`config.mk`:
```
export PLATFORM = sky130hd
export DESIGN_NAME = rf_wport_arbiter
export DESIGN_NICKNAME = d
export VERILOG_FILES = /design/src/rtl/rf_wport_arbiter.sv
export SDC_FILE = /design/constraint.sdc
export NUM_CORES = 1
export LEC_CHECK = 0
export ABC_AREA = 0
export BUFFER_PORTS_ARGS = -buffer_cell sky130_fd_sc_hd__buf_2
export CAP_MARGIN = 10
export CORE_MARGIN = 1.5
export CORE_UTILIZATION = 40
export DETAILED_ROUTE_END_ITERATION = 12
export PLACE_DENSITY = 0.66
export SKIP_LAST_GASP = 1
export SLEW_MARGIN = 20
export SYNTH_ARGS = -nofsm -noshare
export SYNTH_HDL_FRONTEND = slang
export SYNTH_SLANG_ARGS = --single-unit
export TNS_END_PERCENT = 50
```
`constraint.sdc`:
```
create_clock -name clk -period 2.89 [get_ports clk]
set_clock_uncertainty 0.15 [all_clocks]
set_input_delay 0.4335 -clock clk [delete_from_list [all_inputs] [get_ports clk]]
set_output_delay 0.4335 -clock clk [all_outputs]
set_load 0.1 [all_outputs]
```
`src/rtl/rf_wport_arbiter.sv`:
```
// rf_wport_arbiter
//   Shares the single regfile write port between the WB stage and
//   long-latency (LL) results (mul/div, uncached load return). WB always
//   owns the port; LL writes are queued in an in-order FIFO and drained on
//   WB-idle cycles, or bypassed straight through when the FIFO is empty and
//   WB is idle. A full-word WB write kills queued entries for the same dest,
//   because the WB write is younger. busy_mask exports the live FIFO dests so
//   that ID can interlock on them.
//
//   Optional macro RF_ARB_STARVE_EN: after STARVE_LIMIT consecutive WB writes
//   with a non-empty FIFO, the head is forced out and wb_stall asks WB to hold.
//
// Ports
//   clk, resetn                   clock, async active-low reset
//   wb_we/wb_waddr/wb_wdata       WB write (wb_we==0 : no write)
//   ll_valid/ll_ready             LL handshake (ll_ready = !full)
//   ll_we/ll_waddr/ll_wdata       LL write payload
//   rf_we/rf_waddr/rf_wdata       regfile write port
//   busy_mask                     one bit per register with a live queued write
//   fifo_count                    occupied entries, including cancelled ones
//   wb_stall                      WB hold request (0 unless the macro is defined)
module rf_wport_arbiter #(
  parameter int DEPTH        = 4,
  parameter int STARVE_LIMIT = 8
) (
  input  logic                       clk,
  input  logic                       resetn,
  input  logic [3:0]                 wb_we,
  input  logic [4:0]                 wb_waddr,
  input  logic [31:0]                wb_wdata,
  input  logic                       ll_valid,
  output logic                       ll_ready,
  input  logic [3:0]                 ll_we,
  input  logic [4:0]                 ll_waddr,
  input  logic [31:0]                ll_wdata,
  output logic [3:0]                 rf_we,
  output logic [4:0]                 rf_waddr,
  output logic [31:0]                rf_wdata,
  output logic [31:0]                busy_mask,
  output logic [$clog2(DEPTH+1)-1:0] fifo_count,
  output logic                       wb_stall
);
  localparam int PW = $clog2(DEPTH);
  localparam int CW = $clog2(DEPTH+1);

  typedef struct packed {
    logic [3:0]  we;
    logic [4:0]  waddr;
    logic [31:0] wdata;
  } ll_ent_t;

  ll_ent_t          mem [DEPTH];
  logic [DEPTH-1:0] live;
  logic [PW-1:0]    head, tail;
  logic [CW-1:0]    count;

  logic empty, full, wb_req, force_pop, wb_win, pop, bypass, push, cancel;

  assign empty  = (count == '0);
  assign full   = (count == CW'(DEPTH));
  assign wb_req = (wb_we != 4'h0);

`ifdef RF_ARB_STARVE_EN
  localparam int SW = $clog2(STARVE_LIMIT+1);
  logic [SW-1:0] starve_cnt;

  assign force_pop = !empty && (starve_cnt == SW'(STARVE_LIMIT));

  // Counts WB cycles that keep a non-empty FIFO from draining; any pop or
  // an empty FIFO restarts the count.
  always_ff @(posedge clk or negedge resetn) begin
    if (!resetn)             starve_cnt <= '0;
    else if (empty || pop)   starve_cnt <= '0;
    else if (wb_req)         starve_cnt <= starve_cnt + SW'(1);
  end
`else
  logic unused_starve_cfg;
  assign unused_starve_cfg = ^STARVE_LIMIT;
  assign force_pop = 1'b0;
`endif

  assign wb_stall = force_pop;
  assign wb_win   = wb_req && !force_pop;
  assign pop      = !empty && !wb_win;
  assign bypass   = empty && !wb_req && ll_valid;
  // Readiness is judged on the current count only: a pop at full does not
  // make room for a same-cycle push.
  assign ll_ready = resetn && !full;
  // Zero-enable or $0 requests are accepted but never stored.
  assign push     = ll_valid && !full && !bypass &&
                    (ll_we != 4'h0) && (ll_waddr != 5'd0);
  // A stalled WB write is not landing this cycle, so it cancels nothing yet.
  assign cancel   = wb_win && (wb_we == 4'hF);

  always_comb begin
    rf_we    = 4'h0;
    rf_waddr = 5'd0;
    rf_wdata = 32'h0;
    if (resetn) begin
      if (wb_win) begin
        rf_we    = wb_we;
        rf_waddr = wb_waddr;
        rf_wdata = wb_wdata;
      end else if (pop) begin
        // A cancelled head still burns its slot, but writes nothing.
        if (live[head]) begin
          rf_we    = mem[head].we;
          rf_waddr = mem[head].waddr;
          rf_wdata = mem[head].wdata;
        end
      end else if (bypass) begin
        rf_we    = ll_we;
        rf_waddr = ll_waddr;
        rf_wdata = ll_wdata;
      end
    end
  end

  always_comb begin
    busy_mask = 32'h0;
    for (int i = 0; i < DEPTH; i++)
      if (live[i]) busy_mask = busy_mask | (32'h1 << mem[i].waddr);
    busy_mask[0] = 1'b0;
  end

  assign fifo_count = count;

  always_ff @(posedge clk) begin
    if (push) mem[tail] <= '{we: ll_we, waddr: ll_waddr, wdata: ll_wdata};
  end

  always_ff @(posedge clk or negedge resetn) begin
    if (!resetn) begin
      head  <= '0;
      tail  <= '0;
      count <= '0;
      live  <= '0;
    end else begin
      for (int i = 0; i < DEPTH; i++)
        if (cancel && live[i] && (mem[i].waddr == wb_waddr)) live[i] <= 1'b0;
      if (pop) begin
        live[head] <= 1'b0;
        head       <= head + PW'(1);
      end
      // Written last so a same-cycle cancel never hits the new entry.
      if (push) begin
        live[tail] <= 1'b1;
        tail       <= tail + PW'(1);
      end
      if (push && !pop)      count <= count + CW'(1);
      else if (pop && !push) count <= count - CW'(1);
    end
  end
endmodule
```
==> flow_summary.toml <==
[die]
core_mm2 = 0.0218
boundaryPins = 163
row_count = 54
initial_core_util_pct = 40.7
dieArea_mm2 = 0.0231
die_h_um = 152
dieWidth_um = 152

[clock_network]
h-tree-depth = 4
insertion_delay_ns = 0.43
cts.sinks = 175
cts_hold_buf = 0
cts_buffer_depth = 2
cts_tree = "done"
numCtsBuffers = 17
path_clk_slew_ns = 0.06
cts_root_buffer = "clkbuf_16"

[critical_path]
slowest_delay_ns = 0.54
crit_fanout = 5
arrival_ns = 2.42
slowest_stage = "mux4_2"
reg2reg_depth = 8
cp_common_cell = "buf_6"
cp_num_buf_inv = 4
rrSetupSlack_ns = 0.62
cp-start-kind = "flip-flop"
timing.rr.end = "fifo_count[2]"
r2r_start = "fifo_count[2]"
endpoint_kind = "output port"
worstSetupPathType = "flip-flop to output port"
crit_chain = "mux4_2, nor3b_4, buf_6, buf_6, a221oi_2, buf_4, nor2_4, buf_12"
critical_path.top_delay_family = "buffers and inverters"
crit_required_ns = 2.31

[global_routing]
grt_pass1_vias = 6460
top_usage_layer = "met2"
met3_usage_pct = 4.54
grt_pass1_wl_mm = 37.5
met2_usage_pct = 34.9
grt_usage_pct = 21.1
grt_overflow = 0
grt_max_degree = 45
met1_usage_pct = 27.8
antenna_found_initial = 2

[timing]
worst_pin_slew_ns = 0.753
finalSetupViolCount = 42
finalSetupTns_ns = -2.51
slew_viol_final = 0
hold_slack_ns = 0.0878
setup_slack_ns = -0.113
fin_crit_sh_pct = 104
period_needed_ns = 3.00
slew_headroom_pct = 49.8
rsz0062_at_grt = "yes"
hold_viol_final = 0
max_freq_ghz = 0.333

[final_layout]
multi_input_comb_area_mm2 = 0.00405
drive_above_1_share_pct = 48.6
final_cell_count_no_fill = 1102
area_growth_pct = 38.3
seq_area_mm2 = 0.00521
fillers = 1692
postLayoutCellArea_mm2 = 0.0123
nets = 903

[logic_synthesis]
avgSynthCellArea_um2 = 14.1
synth.distinct_cells = 53
ys_ff_latch = 175
netlist.area_leader.share_pct = 55.4
async_flop_share_pct = 6.29
synth-edff-count = 164
synth.area.top_cells = "edfxtp_1, mux4_2, dfrtp_1, a221oi_1, nor2_1"
ys_seq_area_share_pct = 58.5
synth_area_leader_cell = "edfxtp_1"
syn_inst = 631
syn_area_mm2 = 0.00888
ys.flop_type = "edfxtp_1"
ys_warn_count = 0

[route]
drtPass1Iterations = 5
routed_wl_mm = 24.2
drt-initial-drc-count = 414
drc = 0
post_drt_via_cell_ratio = 5.87
ant_nets = 0
wl_per_cell_um = 21.9
vias = 6470

[placement]
globalplace.congestion = 0.933
portBuffers = 160
hpwlAfterDp_mm = 15.7
placed_cells = 1055
dpl_cell_area_mm2 = 0.0111

[power]
peakVddDrop_mv = 0.514
pwr_density_cell_mw_per_mm2 = 843
p_leak_nw = 4.39
totalPowerFinal_w = 0.0103

[status]
status = "finished, violations left"
violations = "setup timing"

[min_path]
min_path_cells = 1
min-delay-start = "ll_wdata[3]"
min_to = "mem[1][3]"
hp-class = "primary input to flip-flop"

[run]
maxCapViolCount = 0
-- cells by family after synthesis --
| family | after synthesis | share of synthesized area [%] |
|---|---|---|
| compound gates | 152 | 13.6 |
| xor+xnor | 25 | 2.47 |
| fa+ha+maj | 10 | 1.49 |
| buf+inv | 68 | 3.56 |
| flops | 175 | 58.5 |
| mux | 44 | 10.9 |
| other cells | 1 | 0.0422 |
| simple gates | 156 | 9.38 |
-- worst register-to-register path, delay by kind of cell (launching register included) --
kind	cells	cell delay, ns
AOI/OAI and AO/OA	1	0.20
DFF	1	0.45
adders and majority gates	2	0.62
and+or+nand+nor	2	0.38
buffers and inverters	1	0.06
xor gates and xnor gates	2	0.33
-- timing repair --
item	4_1_cts	5_1_grt
hold endpoints to repair	0	0
buffers inserted	4	4
endpoints found under the setup margin	41	57
resized for setup	42	15
pin swaps	3	6
cloned	3	3
-- cell type report --
class / instances / share of cell area (%)
Inverter: 8 / 0.245
Clock inverter: 15 / 1.47
Clock buffer: 17 / 3.46
Sequential cell: 175 / 42.4
Antenna cell: 1 / 0.0204
Tap cell: 280 / 2.85
Multi-Input combinational cell: 389 / 33.0
Timing Repair Buffer: 217 / 16.6
-- state kept, by name, indices dropped and copies added, names as in the netlist --
| register | flops |
|---|---|
| live | 4 |
| head | 2 |
| fifo_count | 3 |
| tail | 2 |
| mem | 164 |
-- synth_stat cells, types with 10 or more instances --
cell type	count
edfxtp_1	164
nor2_1	60
o21ai_0	44
clkbuf_1	43
mux4_2	42
a221oi_1	27
nand2_1	22
a221oi_2	14
xor2_1	14
o221ai_1	13
a221o_1	11
dfrtp_1	11
o22ai_1	11
xnor2_1	11
a22oi_1	10
nand3_1	10
nand3b_1	10
-- where the power goes --
part / internal [W] / leakage (nW) / switching [W]
registers: 0.00333 / 1.61 / 0.000271
logic: 0.00158 / 2.48 / 0.00282
clock network: 0.00137 / 0.293 / 0.000976
total: 0.00628 / 4.39 / 0.00407
-- worst max path at each step --
stage                     slack (ns)       start             to  depth (start not counted)
after floorplan                -0.34  mem[1][33]  busy_mask[18]                          3
after global placement          0.13    wb_we[0]   rf_wdata[21]                          8
after detailed placement        0.10    wb_we[0]   rf_wdata[24]                          8
after CTS                      -0.14     head[0]       rf_we[0]                          8
after global routing           -0.19     head[0]    rf_wdata[0]                          8
final                          -0.11     head[0]    rf_wdata[0]                          8
-- layout by cell type, fill, tap and decap left out, types with 3 or more instances in the layout --
cell       netlist  final
edfxtp_1       164    164
buf_2            6    118
buf_12           0     45
o21ai_0         44     44
mux4_2          42     42
nor2_4           0     41
buf_4            4     40
nand2_1         22     22
a221oi_2        14     20
nor2_1          60     19
clkbuf_16        0     19
a221oi_4         0     17
xor2_1          14     14
o221ai_1        13     12
o22ai_1         11     11
a221o_1         11     11
xnor2_1         11     11
nand3_1         10     10
nand3b_1        10     10
a22oi_1         10     10
ha_1             9      9
inv_1            8      8
nor3b_1          9      7
or3b_2           7      7
buf_6            5      7
and3b_1          6      6
inv_6            0      6
dfrtp_1         11      6
and3_1           5      5
a21oi_1          5      5
o211ai_1         5      5
and2_2           0      5
dfrtp_2          0      5
or2_2            4      4
nor4_1           5      4
a32o_1           4      4
a221oi_1        27      4
buf_16           0      4
nor3_1           3      3
bufinv_16        0      3
-- per-stage QoR --
stage,worst slack [ns],util [%]
final,-0.113,56.3
after global routing,-0.188,56.3
after CTS,-0.135,55.5
after detailed placement,0.104,50.8
after global placement,0.127,50.8
after floorplan,-0.343,-
-- per-layer routing --
layer / up-vias / part of all wire, %
li1: 2909 / -
met1: 3224 / 41
met2: 292 / 49
met3: 43 / 7.5
met4: 2 / 2.1
met5: - / 0.054
Note: power is estimated with default switching activity, not from simulation.
